`config.mk`:
```
export PLATFORM = sky130hd
export DESIGN_NAME = fma_special_flags_flat
export DESIGN_NICKNAME = d
export VERILOG_FILES = /design/src/rtl/fma_special_flags_pkg.sv /design/src/rtl/fma_special_flags_if.sv /design/src/rtl/fma_special_flags_fp_classify.sv /design/src/rtl/fma_special_flags.sv /design/src/flat_wrapper.sv
export SDC_FILE = /design/constraint.sdc
export NUM_CORES = 1
export LEC_CHECK = 0
export ABC_AREA = 1
export BUFFER_PORTS_ARGS = -buffer_cell sky130_fd_sc_hd__buf_2
export CAP_MARGIN = 15
export CORE_ASPECT_RATIO = 1.2
export CORE_MARGIN = 2
export CORE_UTILIZATION = 35
export DETAILED_ROUTE_END_ITERATION = 10
export GPL_TIMING_DRIVEN = 0
export SYNTH_ARGS = -nofsm -noshare
export SYNTH_HDL_FRONTEND = slang
export SYNTH_HIERARCHICAL = 1
export SYNTH_SLANG_ARGS = --single-unit
```
`constraint.sdc`:
```
create_clock -name clk -period 2.8 [get_ports clk]
set_clock_uncertainty 0.15 [all_clocks]
set_input_delay 0 -clock clk [delete_from_list [all_inputs] [get_ports clk]]
set_output_delay 0 -clock clk [all_outputs]
set_load 0.05 [all_outputs]
```
`src/rtl/fma_special_flags_pkg.sv`:
```
// fma_special_pkg: shared definitions for the FMA special-case/flag stage.
//   - flag bit positions inside the 4-bit {NV, OF, UF, NX} flag vector
//   - rounding-mode encodings (values 5..7 fall back to RNE)
//   - fpClass_t: operand classification produced by fp_classify
package fma_special_pkg;

  localparam int FLAG_NV = 3;
  localparam int FLAG_OF = 2;
  localparam int FLAG_UF = 1;
  localparam int FLAG_NX = 0;

  typedef enum logic [2:0] {
    RM_RNE = 3'd0,
    RM_RZ  = 3'd1,
    RM_RDN = 3'd2,
    RM_RUP = 3'd3,
    RM_RMM = 3'd4
  } rm_e;

  typedef struct packed {
    logic zero;
    logic inf;
    logic nan;
    logic snan;
    logic subnorm;
  } fpClass_t;

endpackage

```
`src/rtl/fma_special_flags_if.sv`:
```
// fma_special_flags_if: operation/result bus of the FMA special-case stage.
//   master : producer of operations and consumer of results (drives in_*, out_ready, flags_clr)
//   slave  : the fma_special_flags block
interface fma_special_flags_if #(
  parameter int EW = 5,
  parameter int MW = 10
);
  localparam int W = 1 + EW + MW;

  logic         in_valid;
  logic         in_ready;
  logic [W-1:0] x, y, z;
  logic [W-1:0] sum;
  logic         sum_inexact;
  logic         sum_ovf;
  logic         sum_tiny;
  logic [2:0]   rm;
  logic         out_valid;
  logic         out_ready;
  logic [W-1:0] out_result;
  logic [3:0]   out_flags;
  logic [3:0]   fflags_acc;
  logic         flags_clr;

  modport master (
    output in_valid, x, y, z, sum, sum_inexact, sum_ovf, sum_tiny, rm, out_ready, flags_clr,
    input  in_ready, out_valid, out_result, out_flags, fflags_acc
  );

  modport slave (
    input  in_valid, x, y, z, sum, sum_inexact, sum_ovf, sum_tiny, rm, out_ready, flags_clr,
    output in_ready, out_valid, out_result, out_flags, fflags_acc
  );
endinterface

```
`src/rtl/fma_special_flags_fp_classify.sv`:
```
// fp_classify: combinational IEEE-style classifier for one operand.
//   op  : operand {sign, exponent[EW], mantissa[MW]}
//   cls : {zero, inf, nan, snan, subnorm}
module fp_classify
  import fma_special_pkg::*;
#(
  parameter int EW = 5,
  parameter int MW = 10
) (
  input  logic [EW+MW:0] op,
  output fpClass_t       cls
);
  logic [EW-1:0] exp;
  logic [MW-1:0] man;
  logic          expOnes, expZero, manZero;

  assign exp     = op[EW+MW-1:MW];
  assign man     = op[MW-1:0];
  assign expOnes = &exp;
  assign expZero = ~|exp;
  assign manZero = ~|man;

  assign cls.zero    = expZero & manZero;
  assign cls.subnorm = expZero & ~manZero;
  assign cls.inf     = expOnes & manZero;
  assign cls.nan     = expOnes & ~manZero;
  // signalling NaN: quiet bit (mantissa MSB) clear
  assign cls.snan    = expOnes & ~manZero & ~man[MW-1];
endmodule

```
`src/rtl/fma_special_flags.sv`:
```
// fma_special_flags: two-stage special-case override and IEEE flag stage
// behind the FMA add/round datapath (result = x*y+z).
//   clk, reset_n : clock, asynchronous active-low reset
//   bus (slave)  : in_valid/in_ready + x,y,z,sum,sum_inexact,sum_ovf,sum_tiny,rm;
//                  out_valid/out_ready + out_result,out_flags {NV,OF,UF,NX};
//                  fflags_acc (sticky flags), flags_clr
// Stage 1 registers operands/datapath info/classes; stage 2 registers the
// resolved result and flags. Full valid/ready backpressure, 1 op/cycle.
// Build option FMA_SPECIAL_NAN_PROP_EN: propagate the first NaN operand
// (x, y, z order, quieted) instead of returning the canonical qNaN.
module fma_special_flags
  import fma_special_pkg::*;
#(
  parameter int EW = 5,
  parameter int MW = 10
) (
  input  logic              clk,
  input  logic              reset_n,
  fma_special_flags_if.slave bus
);
  localparam int W = 1 + EW + MW;
  localparam logic [W-2:0] INF_MAG = {{EW{1'b1}}, {MW{1'b0}}};
  localparam logic [W-2:0] MAX_MAG = {{(EW-1){1'b1}}, 1'b0, {MW{1'b1}}};
  localparam logic [W-1:0] QNAN    = {1'b0, {EW{1'b1}}, 1'b1, {(MW-1){1'b0}}};

  // vldPipe[1] = stage 1 occupied, vldPipe[2] = stage 2 occupied
  logic [2:1]            vldPipe;
  logic                  s1Adv, s2Adv, xfer;

  logic [2:0][W-1:0]     opsIn;
  fpClass_t [2:0]        clsIn;
  fpClass_t [2:0]        s1Cls;
  logic [W-1:0]          s1X, s1Y, s1Z, s1Sum;
  logic                  s1Inx, s1Ovf, s1Tiny;
  logic [2:0]            s1Rm;

  logic [W-1:0]          res, outRes;
  logic [3:0]            flg, outFlags, acc;

  // index 0 = x, 1 = y, 2 = z
  assign opsIn = {bus.z, bus.y, bus.x};

  for (genvar i = 0; i < 3; i++) begin : gCls
    fp_classify #(.EW(EW), .MW(MW)) uCls (.op(opsIn[i]), .cls(clsIn[i]));
  end

  assign s2Adv = ~vldPipe[2] | bus.out_ready;
  assign s1Adv = ~vldPipe[1] | s2Adv;
  assign xfer  = vldPipe[2] & bus.out_ready;

  always_ff @(posedge clk or negedge reset_n) begin
    if (!reset_n) begin
      vldPipe <= '0;
    end else begin
      if (s1Adv) vldPipe[1] <= bus.in_valid;
      if (s2Adv) vldPipe[2] <= vldPipe[1];
    end
  end

  always_ff @(posedge clk) begin
    if (s1Adv && bus.in_valid) begin
      s1X    <= bus.x;
      s1Y    <= bus.y;
      s1Z    <= bus.z;
      s1Sum  <= bus.sum;
      s1Inx  <= bus.sum_inexact;
      s1Ovf  <= bus.sum_ovf;
      s1Tiny <= bus.sum_tiny;
      s1Rm   <= bus.rm;
      s1Cls  <= clsIn;
    end
  end

  logic anyNan, anySnan, zeroInf, prodInf, prodSign, sumSign;

  assign anyNan   = s1Cls[0].nan  | s1Cls[1].nan  | s1Cls[2].nan;
  assign anySnan  = s1Cls[0].snan | s1Cls[1].snan | s1Cls[2].snan;
  assign zeroInf  = (s1Cls[0].zero & s1Cls[1].inf) | (s1Cls[0].inf & s1Cls[1].zero);
  assign prodInf  = s1Cls[0].inf | s1Cls[1].inf;
  assign prodSign = s1X[W-1] ^ s1Y[W-1];
  assign sumSign  = s1Sum[W-1];

`ifdef FMA_SPECIAL_NAN_PROP_EN
  logic [W-1:0] nanRes;
  always_comb begin
    nanRes = s1Cls[0].nan ? s1X : (s1Cls[1].nan ? s1Y : s1Z);
    nanRes[MW-1] = 1'b1;
  end
  logic unusedBits;
  assign unusedBits = ^{s1Cls[0].subnorm, s1Cls[1].subnorm, s1Cls[2].subnorm, s1Cls[2].zero};
`else
  logic [W-1:0] nanRes;
  assign nanRes = QNAN;
  logic unusedBits;
  assign unusedBits = ^{s1Cls[0].subnorm, s1Cls[1].subnorm, s1Cls[2].subnorm, s1Cls[2].zero,
                        s1X[W-2:0], s1Y[W-2:0]};
`endif

  // first match wins, see the if/else order below
  always_comb begin
    res = s1Sum;
    flg = '0;
    if (anyNan) begin
      res = nanRes;
      flg[FLAG_NV] = anySnan;
    end else if (zeroInf) begin
      res = QNAN;
      flg[FLAG_NV] = 1'b1;
    end else if (prodInf && s1Cls[2].inf && (prodSign != s1Z[W-1])) begin
      res = QNAN;
      flg[FLAG_NV] = 1'b1;
    end else if (prodInf) begin
      res = {prodSign, INF_MAG};
    end else if (s1Cls[2].inf) begin
      res = s1Z;
    end else if (s1Ovf) begin
      flg[FLAG_OF] = 1'b1;
      flg[FLAG_NX] = 1'b1;
      case (rm_e'(s1Rm))
        RM_RZ:   res = {sumSign, MAX_MAG};
        RM_RDN:  res = {sumSign, sumSign ? INF_MAG : MAX_MAG};
        RM_RUP:  res = {sumSign, sumSign ? MAX_MAG : INF_MAG};
        default: res = {sumSign, INF_MAG};  // RNE, RMM and unused encodings
      endcase
    end else begin
      flg[FLAG_NX] = s1Inx;
      flg[FLAG_UF] = s1Tiny & s1Inx;
    end
  end

  always_ff @(posedge clk or negedge reset_n) begin
    if (!reset_n) begin
      outRes   <= '0;
      outFlags <= '0;
    end else if (s2Adv && vldPipe[1]) begin
      outRes   <= res;
      outFlags <= flg;
    end
  end

  // clear takes effect before the same-cycle transfer is accrued
  always_ff @(posedge clk or negedge reset_n) begin
    if (!reset_n)           acc <= '0;
    else if (bus.flags_clr) acc <= xfer ? outFlags : 4'd0;
    else if (xfer)          acc <= acc | outFlags;
  end

  assign bus.in_ready   = s1Adv;
  assign bus.out_valid  = vldPipe[2];
  assign bus.out_result = outRes;
  assign bus.out_flags  = outFlags;
  assign bus.fflags_acc = acc;
endmodule
```
`src/flat_wrapper.sv`:
```
// flat-port wrapper written by rule: the top's interface ports become plain ports
module fma_special_flags_flat import fma_special_pkg::*;
#(
  parameter int EW = 5,
  parameter int MW = 10
)
  (clk, reset_n, bus_in_valid, bus_x, bus_y, bus_z, bus_sum, bus_sum_inexact, bus_sum_ovf, bus_sum_tiny, bus_rm, bus_out_ready, bus_flags_clr, bus_in_ready, bus_out_valid, bus_out_result, bus_out_flags, bus_fflags_acc);
  fma_special_flags_if #(.EW(EW), .MW(MW)) bus_i ();
  input  logic clk;
  input  logic reset_n;
  input wire logic [$bits(bus_i.in_valid)-1:0] bus_in_valid;
  input wire logic [$bits(bus_i.x)-1:0] bus_x;
  input wire logic [$bits(bus_i.y)-1:0] bus_y;
  input wire logic [$bits(bus_i.z)-1:0] bus_z;
  input wire logic [$bits(bus_i.sum)-1:0] bus_sum;
  input wire logic [$bits(bus_i.sum_inexact)-1:0] bus_sum_inexact;
  input wire logic [$bits(bus_i.sum_ovf)-1:0] bus_sum_ovf;
  input wire logic [$bits(bus_i.sum_tiny)-1:0] bus_sum_tiny;
  input wire logic [$bits(bus_i.rm)-1:0] bus_rm;
  input wire logic [$bits(bus_i.out_ready)-1:0] bus_out_ready;
  input wire logic [$bits(bus_i.flags_clr)-1:0] bus_flags_clr;
  output wire logic [$bits(bus_i.in_ready)-1:0] bus_in_ready;
  output wire logic [$bits(bus_i.out_valid)-1:0] bus_out_valid;
  output wire logic [$bits(bus_i.out_result)-1:0] bus_out_result;
  output wire logic [$bits(bus_i.out_flags)-1:0] bus_out_flags;
  output wire logic [$bits(bus_i.fflags_acc)-1:0] bus_fflags_acc;
  assign bus_i.in_valid = bus_in_valid;
  assign bus_i.x = bus_x;
  assign bus_i.y = bus_y;
  assign bus_i.z = bus_z;
  assign bus_i.sum = bus_sum;
  assign bus_i.sum_inexact = bus_sum_inexact;
  assign bus_i.sum_ovf = bus_sum_ovf;
  assign bus_i.sum_tiny = bus_sum_tiny;
  assign bus_i.rm = bus_rm;
  assign bus_i.out_ready = bus_out_ready;
  assign bus_i.flags_clr = bus_flags_clr;
  assign bus_in_ready = bus_i.in_ready;
  assign bus_out_valid = bus_i.out_valid;
  assign bus_out_result = bus_i.out_result;
  assign bus_out_flags = bus_i.out_flags;
  assign bus_fflags_acc = bus_i.fflags_acc;
  fma_special_flags #(.EW(EW), .MW(MW)) u_core (.clk(clk), .reset_n(reset_n), .bus(bus_i));
endmodule
```
==> results of run 1 <==
-- through the flow --
stage                     total power, W  instance area (um2)
after detailed placement         0.00181                 3710
after global routing             0.00270                 4590
final                            0.00258                 4590
after global placement           0.00180                 3710
after floorplan                  0.00165                 3070
after CTS                        0.00261                 4590
-- final cells by class --
class	instances	share of cell area
Buffer	3	0.00300
Timing Repair Buffer	170	0.262
Clock buffer	11	0.0333
Sequential cell	77	0.475
Tap cell	117	0.0319
Multi-Input combinational cell	155	0.163
Inverter	32	0.0270
Clock inverter	5	0.00518
-- power groups by stage --
stage | Combinational (W) | Sequential (W) | Clock (W)
after global placement | 0.000409 | 0.00139 | 0
final | 0.000474 | 0.00137 | 0.000741
after global routing | 0.000515 | 0.00138 | 0.000810
after CTS | 0.000478 | 0.00137 | 0.000767
after floorplan | 0.000140 | 0.00151 | 0
after detailed placement | 0.000414 | 0.00139 | 0
-- how the worst max path moves through the flow --
stage          cells past startpoint  slack [ns]                           from                    endpoint
3_3_place_gp                       3        0.57  u_core/vldPipe[2]$_DFFE_PN0P_   u_core/s1Cls[4]$_DFFE_PP_
3_5_place_dp                       3        0.55  u_core/vldPipe[2]$_DFFE_PN0P_   u_core/s1Sum[0]$_DFFE_PP_
6_report                           8        0.26                      bus_y[12]   u_core/s1Cls[9]$_DFFE_PP_
2_1_floorplan                      3        0.18  u_core/vldPipe[2]$_DFFE_PN0P_  u_core/s1Cls[11]$_DFFE_PP_
5_1_grt                            8        0.17                      bus_y[12]   u_core/s1Cls[9]$_DFFE_PP_
4_1_cts                            9        0.31                      bus_x[11]   u_core/s1Cls[3]$_DFFE_PP_
-- timing repair --
action | in CTS | in global routing
setup buffers | 0 | 0
resized for setup | 0 | 0
endpoints found under the hold margin | 86 | 0
hold buffers | 70 | 0
-- state kept, by name, indices dropped and copies added, names as in the netlist, 2 cells and up --
| signal | flops |
|---|---|
| u_core/bus.out_result | 16 |
| u_core/s1Sum | 16 |
| u_core/s1Z | 16 |
| u_core/s1Cls | 11 |
| u_core/bus.fflags_acc | 4 |
| u_core/bus.out_flags | 4 |
| u_core/s1Rm | 3 |
| u_core/vldPipe | 2 |
-- layer usage --
metal / track usage / vias to the layer above / part of all wire
met3: 0.0404 / 14 / 0.061
met2: 0.274 / 81 / 0.51
met5: 0 / - / 0
li1: - / 1277 / -
met4: 0.0672 / 0 / 0.020
met1: 0.180 / 1134 / 0.41
-- layout by cell type (no fill, tap or decap) --
cell type	instances
dfrtp_1	26
a22oi_1	1
nand3_1	17
clkbuf_1	2
clkinv_2	4
o21ai_1	12
clkbuf_16	1
nor2_4	1
nand2_1	43
o211ai_1	1
buf_2	102
clkbuf_8	9
nand3b_1	2
nand2_4	2
nand3_2	1
clkinv_1	2
a21oi_1	3
nor2_2	3
inv_1	29
clkinvlp_4	1
o21ai_0	7
edfxtp_1	51
nor3_4	1
dlygate4sd3_1	70
nor2_1	38
nor3_1	4
a31oi_1	1
o22ai_1	17
inv_2	1
nand2_2	1
-- tightest hold or removal path, cell delays in order --
cell     delay (ns)
buf_2          0.07
nor2_1         0.03
nand3_1        0.09
nor2_2         0.04
inv_1          0.06
nor2_1         0.05
==> impl_metrics.toml, run 1 <==
[status]
outcome = "completed"

[cells_and_area]
area_growth_pct = 50.1
utilization = 0.539
nFillCells = 794
layout.nets = 523
regArea_mm2 = 0.00218
multiInputGateArea_um2 = 747
antenna_cells = 0
drive_above_1_share = 0.280
layout.cells.non_filler = 570

[setup_path]
startpoint_type = "input port"
slowest_stage = "dlygate4sd3_1"
critPathArrivalTime_ns = 2.60
worstPathRequired_ns = 2.86
cpPeakStageDelay_ns = 0.56
crit_family = "buffers and inverters"
r2r-start = "u_core/vldPipe[2]$_DFFE_PN0P_"
cpMostUsedCell = "dlygate4sd3_1"
crit_fanout = 2
rrSetupSlack_ns = 0.56
crit_buf_inv = 5
end_kind = "flip-flop"
r2r-end = "u_core/s1Rm[2]$_DFFE_PP_"
criticalPathCategory = "in -> reg"
r2r_cells = 3
worstPathCellList = "dlygate4sd3_1, buf_2, nor3_1, dlygate4sd3_1, nand2_1, dlygate4sd3_1, nor2_1, dlygate4sd3_1"

[hold_path]
holdPathStages = 6
hp-start = "bus_y[0]"
worst_hold_path.endpoint = "u_core/s1Cls[8]$_DFFE_PP_"
hold_class = "in -> reg"

[power]
clkPwrFrac = 0.287
pwr-share-comb = 0.183
p_switching_w = 0.000726
seqPwrFrac = 0.529
p_int_w = 0.00186
p_leak_nw = 1.99
powerDensity_mw_per_mm2 = 562
swShare = 0.281
irDropWorstVdd_mv = 0.238

[global_routing]
first_global_vias = 2550
grt_max_degree = 52
gr-total-overflow = 0
antenna_found_initial = 0
grt_pass1_wl_mm = 11.2
grt_use_total = 0.158

[placed_design]
place_inst = 484
port_buffers = 100
hpwlAfterDp_mm = 4.70
place_congestion = 0.773
dp_worst_setup_slack_ns = 0.546

[floorplan]
core_area_mm2 = 0.00852
pin_count = 101
initial_core_util = 0.359
die_w_um = 89.3
die_y_um = 106
die_area_mm2 = 0.00950
row_count = 37

[timing]
fin_crit_ns = 2.54
finalSetupViolations = 0
rsz0062_at_grt = "no"
fin_tns_setup_ns = 0
slew_headroom = 0.302
slew_violations = 0
max_freq_mhz = 394
period_share = 0.906
finalHoldViolations = 0
hold_slack_ns = 0.0229
tightest_slew_ns = 1.05
timing.final.ws_setup_ns = 0.263

[detailed_routing]
first_iter_violations = 80
vias = 2506
firstDrtPassIters = 4
via_per_inst = 4.40
wirelength_mm = 7.00
ant_nets = 0
wl_per_cell_um = 12.3
drc = 0

[yosys]
syn_area_per_cell_um2 = 11.5
synth_cells = 267
syn_area_mm2 = 0.00306
syn_nets = 342
ys_warn_count = 6

[run]
cap_violations = 0

[clock_tree]
clock_latency_ns = 0.34
clockRootBuffer = "clkbuf_8"
cts_buffers = 9
clockBufferDepth = 2
cts.sinks = 77
clk_pin_slew_ns = 0.07
htree_levels = 3
cts_tree = "done"
Note: power is estimated with default switching activity, not from simulation.
==> inputs of run 2 (changes only) <==
- SYNTH_HIERARCHICAL: 1 -> not set
==> run 2 against run 1 <==
Wire length up 3.3%. Clock power rose by 35%. Worst setup slack got worse by 0.21 ns. Final cell count decreased by 1.1%. Sequential share of layout area is 0.98 points lower. Sequential power hardly changed. Synthesized cell count fell by 0.37%. Power increased by 11%. First-iteration DRC count increased by 98%. Via count rose by 1.2%. Non-clock buffer count is 5 lower. Critical path type unchanged.
==> impl_metrics.toml, run 2 <==
[status]
outcome = "completed"

[setup_path]
crit_fanout = 3
r2r_cells = 3
cpMostUsedCell = "dlygate4sd3_1"
worstPathCellList = "dlygate4sd3_1, buf_2, nor2_1, nand2_1, dlygate4sd3_1, nor2_1, dlygate4sd3_1, nor2_1, dlygate4sd3_1"
startpoint_type = "input port"
slowest_stage = "dlygate4sd3_1"
end_kind = "flip-flop"
worstPathRequired_ns = 2.74
critPathArrivalTime_ns = 2.69
criticalPathCategory = "in -> reg"
cpPeakStageDelay_ns = 0.57

[placed_design]
dp_worst_setup_slack_ns = 0.397
port_buffers = 100
placed_area_mm2 = 0.00380
hpwlAfterDp_mm = 4.71
place_congestion = 0.784

[timing]
fin_crit_ns = 2.75
finalHoldViolations = 0
slew_violations = 0
slew_headroom = 0.281
timing.final.ws_setup_ns = 0.0502
hold_slack_ns = 0.00675
rsz0062_at_grt = "no"
tightest_slew_ns = 1.08
max_freq_mhz = 364
fin_tns_setup_ns = 0
period_share = 0.982
finalSetupViolations = 0

[global_routing]
grt_pass1_wl_mm = 11.9
gr-total-overflow = 0
antenna_found_initial = 0
first_global_vias = 2564
grt_max_degree = 52
grt_use_total = 0.159

[floorplan]
initial_core_util = 0.363
pin_count = 101
die_w_um = 90.5
core_area_mm2 = 0.00866
die_y_um = 108
die_area_mm2 = 0.00975
row_count = 37

[yosys]
ys_warn_count = 0
synth_cells = 266
syn_area_per_cell_um2 = 11.8
yosys-top-cells-count = "edfxtp_1 (51), nand2_1 (46), nor2_1 (38)"
synth-compound-area-share = 0.0713
yosysTopAreaCell = "edfxtp_1"
synth_edf_count = 51
ys_seq_area_frac = 0.695
synth_top_family_by_area = "simple AND/OR/NAND/NOR gates"
synthAdderAreaFrac = 0
ys_top_cells_by_area = "edfxtp_1 (49%), dfrtp_1 (21%), nand2_1 (5.5%)"
syn_area_mm2 = 0.00314
synthArstFlopShare = 0.338
synth.top_cell.area_share = 0.488
synthFlopType = "edfxtp_1"
syn_nets = 341
ys_types = 27
synthMostInstantiatedCell = "edfxtp_1"
synthSimpleGateAreaFrac = 0.202
synth-xor-area-share = 0
ys_ff_latch = 77
synthMuxAreaShare = 0

[clock_tree]
clockRootBuffer = "clkbuf_8"
cts.sinks = 77
htree_levels = 3
cts_setup_buffers = 0
clk_pin_slew_ns = 0.07
clock_latency_ns = 0.34
clockBufferDepth = 2
cts_tree = "done"
cts_buffers = 9

[cells_and_area]
drive_above_1_share = 0.320
final_common_cell = "buf_2"
antenna_cells = 0
area_growth_pct = 49.2
final_cell_mix = "buf_2 (101), dlygate4sd3_1 (65), edfxtp_1 (51)"
fin_area_mm2 = 0.00469
layout.nets = 517

[detailed_routing]
drc = 0
wl_per_cell_um = 12.8
wirelength_mm = 7.23
first_iter_violations = 158
vias = 2536
ant_nets = 0
firstDrtPassIters = 5
via_per_inst = 4.50

[power]
powerDensity_mw_per_mm2 = 611
irDropWorstVdd_mv = 0.257
p_leak_nw = 2.05
p_total_w = 0.00287

[run]
cap_violations = 0

[hold_path]
hold_class = "in -> reg"
holdPathStages = 6
run 2: worst paths after layout:
path                                                         end                                  from  slack (ns)
min in group asynchronous   u_core.bus.out_result[0]$_DFFE_PN0P_                               reset_n        0.04
setup / recovery                       u_core.s1Cls[7]$_DFFE_PP_                              bus_y[9]        0.05
max in group asynchronous  u_core.bus.out_result[11]$_DFFE_PN0P_                               reset_n        2.06
hold / removal                         u_core.s1Cls[3]$_DFFE_PP_                              bus_x[1]       0.007
hold reg to reg             u_core.bus.out_result[6]$_DFFE_PN0P_  u_core.bus.out_result[6]$_DFFE_PN0P_        0.33
setup reg to reg                         u_core.s1Tiny$_DFFE_PP_         u_core.vldPipe[2]$_DFFE_PN0P_        0.42
run 2: per-stage QoR:
stage               instances   util
global route              564  0.541
CTS                       565  0.543
floorplan                 266      -
detailed placement        483  0.439
global placement          483  0.439
finish                    564  0.541
run 2: power breakdown:
part | total, W | switching (W) | internal, W
Sequential | 0.00137 | 0.0000527 | 0.00132
Clock | 0.00100 | 0.000406 | 0.000594
Combinational | 0.000491 | 0.000318 | 0.000173
run 2: layer usage:
metal | routed length (um) | track usage | part of all wire | up-vias
met3 | 341 | 0.0357 | 0.047 | 6
met2 | 3790 | 0.279 | 0.52 | 81
met5 | 0 | 0 | 0 | -
met4 | 103 | 0.0692 | 0.014 | 0
met1 | 3000 | 0.188 | 0.41 | 1171
li1 | - | - | - | 1278
run 2: timing repair:
item,in CTS,in global routing
hold buffers,66,0
setup endpoints to repair,0,2
endpoints found under the hold margin,83,0
gates resized for setup,0,0
run 2: area by class of cell:
class / instances / area [um2]
Sequential cell: 77 / 2180
Timing Repair Buffer: 165 / 1150
Fill cell: 786 / 3970
Clock inverter: 6 / 113
Buffer: 3 / 20.0
Clock buffer: 10 / 128
Tap cell: 117 / 146
Multi-Input combinational cell: 165 / 865
Inverter: 21 / 82.6
run 2: logic make-up (layout without fill, tap and decap cells):
kind of cell,Yosys count,count (layout)
buffers and inverters,24,205
AO/OA/AOI/OAI,34,34
AND/OR/NAND/NOR,131,131
flip-flops,77,77
run 2: critical path, delay by kind of cell:
| kind | cells | cell delay [ns] |
|---|---|---|
| buf+inv | 5 | 2.34 |
| simple gates | 4 | 0.36 |
==> inputs of run 3 (changes only) <==
- CORE_UTILIZATION: 35 -> 40
- PLACE_DENSITY: not set -> 0.65
- clock period: 2.8 -> 3.04 ns (I/O delays scaled with it)
==> run 3 against run 2 <==
Non-clock buffer count rose by 2. Worst setup slack improved by 0.21 ns. First-iteration DRC count fell by 22%. Wire length fell by 0.73%. Cell area fell by 1.1%. Sequential power fell by 8%. Sequential share of layout area rose by 0.52 points. Sequential cell count did not move. Die area fell by 12%. Critical path depth rose by 1. Register-to-register slack improved by 0.90 ns. Clock power fell by 24%. Largest cell class unchanged.
==> impl_metrics.toml, run 3 (synthesis results as in run 2) <==
[placed_design]
place_congestion = 0.784
port_buffers = 100
hpwlAfterDp_mm = 4.68
placed_area_mm2 = 0.00378

[timing]
fin_crit_ns = 2.78
tightest_slew_ns = 0.599
finalSetupViolations = 0
max_freq_mhz = 360
fin_tns_setup_ns = 0
period_share = 0.913
slew_violations = 0
rsz0062_at_grt = "no"
finalHoldViolations = 0
slew_headroom = 0.601
hold_slack_ns = 0.0459

[cells_and_area]
utilization = 0.605
antenna_cells = 0
layout.nets = 519
drive_above_1_share = 0.318
fin_area_mm2 = 0.00464
final_cell_mix = "buf_2 (101), dlygate4sd3_1 (66), edfxtp_1 (51)"
nFillCells = 593
final_common_cell = "buf_2"
area_growth_pct = 47.6

[setup_path]
crit_fanout = 2
rrSetupSlack_ns = 1.32
criticalPathCategory = "in -> reg"
end_kind = "flip-flop"
critPathArrivalTime_ns = 2.83
r2r_cells = 4
r2r-start = "u_core.vldPipe[2]$_DFFE_PN0P_"
worstPathRequired_ns = 3.10
startpoint_type = "input port"
r2r-end = "u_core.s1Cls[4]$_DFFE_PP_"

[floorplan]
die_y_um = 101
die_area_mm2 = 0.00858
initial_core_util = 0.410
die_w_um = 84.9
pin_count = 101
row_count = 35
core_area_mm2 = 0.00766

[power]
powerDensity_mw_per_mm2 = 535
p_leak_nw = 2.04
irDropWorstVdd_mv = 0.378

[hold_path]
hold_class = "in -> async"

[global_routing]
grt_pass1_wl_mm = 11.8
grt_max_degree = 41
grt_use_total = 0.179
first_global_vias = 2658
gr-total-overflow = 0
antenna_found_initial = 0

[detailed_routing]
via_per_inst = 4.70
drc = 0
ant_nets = 0
wirelength_mm = 7.18
wl_per_cell_um = 13.3
vias = 2542
first_iter_violations = 123
firstDrtPassIters = 4

[clock_tree]
cts.sinks = 77
cts_tree = "done"
cts_buffers = 9
clockRootBuffer = "clkbuf_8"
clock_latency_ns = 0.34
cts_hold_buf = 66
clockBufferDepth = 2
clk_pin_slew_ns = 0.08
cts_setup_buffers = 0
htree_levels = 3
cts_resized = 0

[status]
outcome = "completed"

[run]
cap_violations = 0
run 3: worst max-delay path: stages:
cell	delay, ns
dlygate4sd3_1	0.53
buf_2	0.13
nor2_1	0.09
nand2_1	0.05
dlygate4sd3_1	0.55
nor2_1	0.13
dlygate4sd3_1	0.58
inv_1	0.06
nor3b_1	0.16
dlygate4sd3_1	0.57
run 3: how the worst max path moves through the flow:
stage                                              from                         end  cells after the start
after floorplan           u_core.vldPipe[2]$_DFFE_PN0P_  u_core.s1Cls[11]$_DFFE_PP_                      3
after global routing                           bus_x[9]   u_core.s1Cls[4]$_DFFE_PP_                     10
final                                          bus_x[9]   u_core.s1Cls[4]$_DFFE_PP_                     10
after detailed placement  u_core.vldPipe[2]$_DFFE_PN0P_     u_core.s1Z[7]$_DFFE_PP_                      4
after global placement    u_core.vldPipe[2]$_DFFE_PN0P_     u_core.s1Z[5]$_DFFE_PP_                      3
after CTS                                      bus_x[9]   u_core.s1Cls[4]$_DFFE_PP_                     10
run 3: metrics by stage:
step | power [W] | setup slack, ns | cells
after floorplan | 0.00154 | 0.149 | 266
after global placement | 0.00168 | 0.407 | 458
after detailed placement | 0.00169 | 1.33 | 459
after CTS | 0.00250 | 0.291 | 541
after global routing | 0.00259 | 0.162 | 541
final | 0.00248 | 0.264 | 541
run 3: final cells by class:
| cell class | count | area (um2) | share of cell area |
|---|---|---|---|
| Buffer | 3 | 20.0 | 0.00432 |
| Clock buffer | 10 | 128 | 0.0275 |
| Clock inverter | 6 | 71.3 | 0.0154 |
| Inverter | 21 | 78.8 | 0.0170 |
| Multi-Input combinational cell | 165 | 860 | 0.185 |
| Sequential cell | 77 | 2180 | 0.471 |
| Tap cell | 92 | 115 | 0.0248 |
| Timing Repair Buffer | 167 | 1180 | 0.255 |
run 3: report_power, final:
part	total, W	internal (W)	switching (W)
registers	0.00126	0.00121	0.0000475
clock network	0.000758	0.000385	0.000373
logic	0.000458	0.000164	0.000294
total	0.00248	0.00176	0.000715
run 3: per-layer routing:
metal,routed length [um],track usage,up-vias,part of all wire
li1,-,-,1278,-
met1,2930,0.204,1181,0.41
met2,3800,0.321,76,0.53
met3,336,0.0393,7,0.047
met4,110,0.0806,0,0.015
met5,0,0,-,0
